## config.mk

```make
export PLATFORM = sky130hd
export DESIGN_NAME = bin_to_bcd_seq
export DESIGN_NICKNAME = d
export VERILOG_FILES = /design/src/rtl/bcd_pkg.sv /design/src/rtl/bcd_add3.sv /design/src/rtl/bin_to_bcd_seq.sv
export SDC_FILE = /design/constraint.sdc
export NUM_CORES = 1
export LEC_CHECK = 0
export BUFFER_PORTS_ARGS = -buffer_cell sky130_fd_sc_hd__buf_2
export CAP_MARGIN = 20
export CORE_ASPECT_RATIO = 0.6
export CORE_MARGIN = 4
export CORE_UTILIZATION = 30
export DETAILED_ROUTE_END_ITERATION = 8
export PLACE_DENSITY = 0.56
export SYNTH_ARGS = -nofsm -noshare
export SYNTH_HDL_FRONTEND = slang
export SYNTH_HIERARCHICAL = 1
export SYNTH_SLANG_ARGS = --single-unit
```

## constraint.sdc

```tcl
create_clock -name clk -period 1.55 [get_ports clk]
set_clock_uncertainty 0.05 [all_clocks]
set_input_delay 0.2325 -clock clk [delete_from_list [all_inputs] [get_ports clk]]
set_output_delay 0.2325 -clock clk [all_outputs]
set_load 0.05 [all_outputs]
```

## src/rtl/bcd_pkg.sv

```systemverilog
`default_nettype none
// ============================================================================
//  Module   : bcd_pkg
//  Purpose  : Shared types and defaults for the sequential binary-to-BCD
//             converter (digit type, FSM state encoding, default sizes).
//  Ports    : none (package)
//  Revision : 1.0 - initial release
// ============================================================================
package bcd_pkg;

  localparam int BCD_WIDTH  = 11;
  localparam int BCD_DIGITS = 4;

  typedef logic [3:0] bcd_digit_t;

  typedef enum logic [1:0] {
    IDLE = 2'd0,
    CONV = 2'd1,
    DONE = 2'd2
  } conv_state_t;

  // 10**exp as a 64-bit value, used to check that the digit count can hold
  // the largest binary input.
  function automatic longint pow10(input int exp);
    longint r;
    r = 1;
    for (int i = 0; i < exp; i++) begin
      r = r * 10;
    end
    return r;
  endfunction

endpackage
`default_nettype wire

```

## src/rtl/bcd_add3.sv

```systemverilog
`default_nettype none
// ============================================================================
//  Module   : bcd_add3
//  Purpose  : Double-dabble digit correction. Adds 3 to a BCD digit that is
//             5 or more so that the following left shift carries correctly
//             into the next decimal digit.
//  Ports    : in_i  - BCD digit before correction
//             out_o - corrected digit (4-bit result, no carry out)
//  Revision : 1.0 - initial release
// ============================================================================
module bcd_add3
  import bcd_pkg::*;
(
  input  bcd_digit_t in_i,
  output bcd_digit_t out_o
);

  assign out_o = (in_i >= 4'd5) ? (in_i + 4'd3) : in_i;

endmodule
`default_nettype wire

```

## src/rtl/bin_to_bcd_seq.sv

```systemverilog
`default_nettype none
// ============================================================================
//  Module   : bin_to_bcd_seq
//  Purpose  : Sequential binary-to-BCD converter (shift-and-add-3), one
//             binary bit per clock, start/busy/done handshake.
//  Ports    : clk    - clock, rising edge
//             rst    - synchronous active-high reset
//             start  - conversion request, sampled only while idle
//             value  - binary operand, captured on the accepted start edge
//             busy   - high while a conversion or its done cycle is active
//             done   - one-cycle pulse, d3..d0 freshly updated
//             d3..d0 - thousands, hundreds, tens, units digits
//  Revision : 1.0 - initial release
// ============================================================================
module bin_to_bcd_seq
  import bcd_pkg::*;
#(
  parameter int WIDTH  = BCD_WIDTH,
  parameter int DIGITS = BCD_DIGITS
) (
  input  logic             clk,
  input  logic             rst,
  input  logic             start,
  input  logic [WIDTH-1:0] value,
  output logic             busy,
  output logic             done,
  output logic [3:0]       d3,
  output logic [3:0]       d2,
  output logic [3:0]       d1,
  output logic [3:0]       d0
);

  localparam int BCD_W = 4 * DIGITS;
  localparam int SR_W  = BCD_W + WIDTH;
  localparam int CNT_W = (WIDTH > 1) ? $clog2(WIDTH) : 1;

  // Reject configurations whose decimal range cannot hold 2**WIDTH-1, and
  // configurations that do not match the fixed four-digit output port set.
  if (!(pow10(DIGITS) > ((longint'(1) << WIDTH) - 1))) begin : g_bad_range
    $error("bin_to_bcd_seq: DIGITS too small for WIDTH");
  end
  if (DIGITS != 4) begin : g_bad_digits
    $error("bin_to_bcd_seq: output ports carry exactly four digits");
  end

  conv_state_t      state_q, state_d;
  logic [SR_W-1:0]  sr_q, sr_d;      // {BCD field, binary field}
  logic [CNT_W-1:0] cnt_q, cnt_d;
  logic [BCD_W-1:0] dig_q, dig_d;

  logic [BCD_W-1:0] bcd_adj;
  logic [SR_W-1:0]  sr_adj;
  logic [SR_W-1:0]  sr_shift;

  for (genvar i = 0; i < DIGITS; i++) begin : g_add3
    bcd_add3 u_add3 (
      .in_i  (sr_q[WIDTH + 4*i +: 4]),
      .out_o (bcd_adj[4*i +: 4])
    );
  end

  // Correct every digit first, then shift the whole register left by one.
  assign sr_adj   = {bcd_adj, sr_q[WIDTH-1:0]};
  assign sr_shift = sr_adj << 1;

  always_comb begin
    state_d = state_q;
    sr_d    = sr_q;
    cnt_d   = cnt_q;
    dig_d   = dig_q;
    case (state_q)
      IDLE: begin
        if (start) begin
          sr_d    = {{BCD_W{1'b0}}, value};
          cnt_d   = '0;
          state_d = CONV;
        end
      end
      CONV: begin
        sr_d  = sr_shift;
        cnt_d = cnt_q + 1'b1;
        // This edge performs the final (WIDTH-th) shift.
        if (cnt_q == CNT_W'(WIDTH - 1)) begin
          dig_d   = sr_shift[SR_W-1 -: BCD_W];
          state_d = DONE;
        end
      end
      DONE: begin
        state_d = IDLE;
      end
      default: begin
        state_d = IDLE;
      end
    endcase
  end

  always_ff @(posedge clk) begin
    if (rst) begin
      state_q <= IDLE;
      sr_q    <= '0;
      cnt_q   <= '0;
      dig_q   <= '0;
    end else begin
      state_q <= state_d;
      sr_q    <= sr_d;
      cnt_q   <= cnt_d;
      dig_q   <= dig_d;
    end
  end

  assign busy = (state_q != IDLE);
  assign done = (state_q == DONE);
  assign d3   = dig_q[12 +: 4];
  assign d2   = dig_q[8  +: 4];
  assign d1   = dig_q[4  +: 4];
  assign d0   = dig_q[0  +: 4];

endmodule
`default_nettype wire

```

==> results.md <==
Run status:
- The run finished with clean final reports.

STA:
- The worst path uses 98.70% of the clock period.
- Setup violations remaining at the end of the flow were counted as 0.
- Static timing analysis puts the maximum clock frequency at 0.6537 GHz.
- The total count of hold-check failures in the final report is 0.
- Measured against its own limit, the worst slew margin works out to 82.84%.
- Subtracting the final worst setup slack from the clock period gives 1.530 ns.
- The number of pins with negative max-slew slack in the final report is 0.
- The slew at the pin closest to its max-slew limit is 0.2547 ns.
- Setup repair after global routing could not meet its margin everywhere.

Logic synthesis:
- The area of the mapped netlist is 2447 µm².
- When the netlist entered floorplanning its net count stood at 283.
- Each instance of the synthesized netlist takes up on average 9.449 µm².
- The number of instances in the synthesized netlist is 259.
- Yosys printed 6 warnings.

Power:
- The part of the total power dissipated in the clock network is 41.3%.
- Combinational logic burns 8.6% of the power.
- For this design the ratio of total power to cell area is 846.4 nW/µm².
- The internal portion of total power is 1.998 mW.
- The worst IR drop on VDD is 0.0003456 V.
- The standby leakage power is 1.267 nW.
- The portion of total power attributed to sequential cells is 50.0%.
- The switching portion of total power is 23.48%.
- The overall power of the completed layout is 2.612 mW.
- The power spent charging and discharging nets is 0.6133 mW.

Routing:
- The DRC violation count after routing is 0.
- The iteration count of the initial detailed-routing pass is 4.
- The detailed router finished its first iteration with 69 violations.
- Using the TritonRoute via totals, the vias-per-cell ratio works out to 4.546.
- After detailed routing, the average wire length per cell comes to 12.64 µm.
- Detailed routing inserted a total of 1832 vias.
- Once detail routing completed, the nets flagged for antenna violations numbered 0.
- Summed over all layers, the routed wires come to 5094 µm.

Floorplan:
- The starting density of the core is 30.92%.
- The die footprint is 9714 µm².
- The floorplan step set the die width to 124.6 µm.
- In this run the count of I/O pins placed on the die edge is 32.
- The placeable core region is 7914 µm².
- The die is 77.96 µm tall.
- The floorplan has 25 rows.

Setup path:
- The number of buffers and inverters on the critical path is 2.
- The worst setup path is captured at a flip-flop.
- For this design, the slowest cell found on the critical path is dfxtp_1.
- The biggest cell delay along the critical path is 0.42 ns.
- The critical path data arrival time is 1.65 ns.
- Traced cell by cell, the critical path runs through inv_1 > ha_2 > nand2b_4 > a21oi_4 > buf_4 > xnor2_2 > a22o_1.
- Data on the critical path is required at its endpoint by 1.67 ns.
- The type of origin of the critical path is a flip-flop.
- The type of the setup path with the least slack is reg -> reg.
- The cell family contributing the most delay on the critical path is flip-flops.
- Along the worst path, the maximum fanout reaches 4.

Clock network:
- The buffer levels on the longest clock path is 2.
- The H-tree depth is 2.
- TritonCTS created 5 clock buffers.
- The clock tree root buffer cell is clkbuf_16.
- The latest clock arrival within the worst-skew pair is 0.29 ns.
- The TritonCTS clock tree is built.
- The clock-pin slew on the worst setup and hold paths is 0.07 ns.
- The clock net sink count is 49.

GRT:
- The global routing usage summed across all routing layers is 10.67%.
- The first global-routing pass estimated 8576 µm of wire.
- The total overflow reported by the global router is 0.
- The via count of the first global-routing pass is 1801.
- Entering global routing, the biggest net connects 49 pins.
- The initial antenna violation count is 0.

Placement:
- The detailed placer's ending HPWL is 3460 µm.
- In this run the tool buffered the top-level ports with 31 buffer cells.
- The congestion estimate from routability-driven global placement came to 0.7447.
- The placed instances occupy a cell area of 2786 µm².

Layout:
- After routing the design area is 3085 µm².
- The number of antenna diodes is 0.
- From synthesis to final layout, the design area changed by 26.07%.
- The final core utilization is 38.99%.
- The post-route netlist has 29.15% of its cells at a drive strength greater than 1.
- After the last flow step, the layout net total stands at 318.
- Counting the fill cells in the layout gives 769.

Min path:
- The min-delay analysis places its worst path in the category in -> reg.

Run:
- Max-cap violations in this run came to 0.
sequential cells by signal, indices dropped and copies added, names as in the netlist:
signal   cells
cnt_q        4
sr_q        27
dig_q       16
state_q      2
power by group through the flow:
stage / clock network [mW] / registers [mW] / logic [mW]
global placement: 0 / 1.34 / 0.211
floorplan: 0 / 1.33 / 0.151
finish: 1.08 / 1.31 / 0.226
global route: 1.17 / 1.31 / 0.251
detailed placement: 0 / 1.34 / 0.213
CTS: 1.12 / 1.31 / 0.218
path summary, 6_finish.rpt:
| check | from | endpoint | slack (ns) | cells after the start |
|---|---|---|---|---|
| worst max-delay path | sr_q[15]$_SDFFE_PP0P_ | sr_q[16]$_SDFFE_PP0P_ | 0.02 | 7 |
| worst min-delay path | rst | cnt_q[0]$_SDFFE_PP0P_ | 0.20 | 2 |
| worst max register to register | sr_q[15]$_SDFFE_PP0P_ | sr_q[16]$_SDFFE_PP0P_ | 0.02 | 7 |
| worst min register to register | dig_q[12]$_SDFFE_PP0P_ | dig_q[12]$_SDFFE_PP0P_ | 0.42 | 2 |
what timing repair did:
item,CTS,global route
pin swaps,2,4
hold buffers,0,0
setup buffers,1,1
endpoints found under the hold margin,0,0
endpoints found under the setup margin,4,23
gates resized for setup,7,32
metal layers:
layer / share of wire, % / vias up / GRT usage, %
li1: - / 958 / -
met1: 51 / 848 / 14.21
met2: 44 / 19 / 16.59
met3: 2.9 / 7 / 2.682
met4: 1.6 / 0 / 4.267
met5: 0 / - / 0
placed cells by master (no fill, tap or decap), drive strengths merged:
| cell type | count |
|---|---|
| a211oi | 10 |
| a21o | 1 |
| a21oi | 5 |
| a22o | 19 |
| a31oi | 2 |
| buf | 42 |
| clkbuf | 6 |
| clkinv | 1 |
| dfxtp | 49 |
| ha | 10 |
| inv | 14 |
| mux2i | 27 |
| nand2 | 21 |
| nand2b | 41 |
| nand3 | 3 |
| nand3b | 1 |
| nand4b | 1 |
| nor2 | 24 |
| nor3 | 2 |
| o21ai | 6 |
| o21ba | 1 |
| o21bai | 1 |
| o22ai | 1 |
| o2bb2ai | 1 |
| or2 | 1 |
| or3 | 1 |
| xnor2 | 4 |
per-stage QoR:
stage / setup slack [ns] / setup TNS (ns) / std cells / hold WS (ns)
floorplan: 0.02632 / 0 / 259 / 0.3892
global placement: 0.001014 / 0 / 393 / 0.4077
detailed placement: -0.04004 / -0.04004 / 393 / 0.4106
CTS: 0.002454 / 0 / 402 / 0.1928
global route: -0.02371 / -0.07487 / 403 / 0.2228
finish: 0.02014 / 0 / 403 / 0.1954
final cells by class:
| class | instances | area (µm²) | area share [%] |
|---|---|---|---|
| inverters | 13 | 51.30 | 1.663 |
| well taps | 108 | 135.1 | 4.380 |
| flip-flops and latches | 49 | 996.0 | 32.28 |
| multi-input cells | 183 | 1435 | 46.51 |
| repair buffers | 42 | 325.3 | 10.54 |
| clock buffers | 6 | 128.9 | 4.177 |
| clock inverters | 2 | 13.76 | 0.4461 |
No activity file was read; power rests on OpenSTA's default activity.
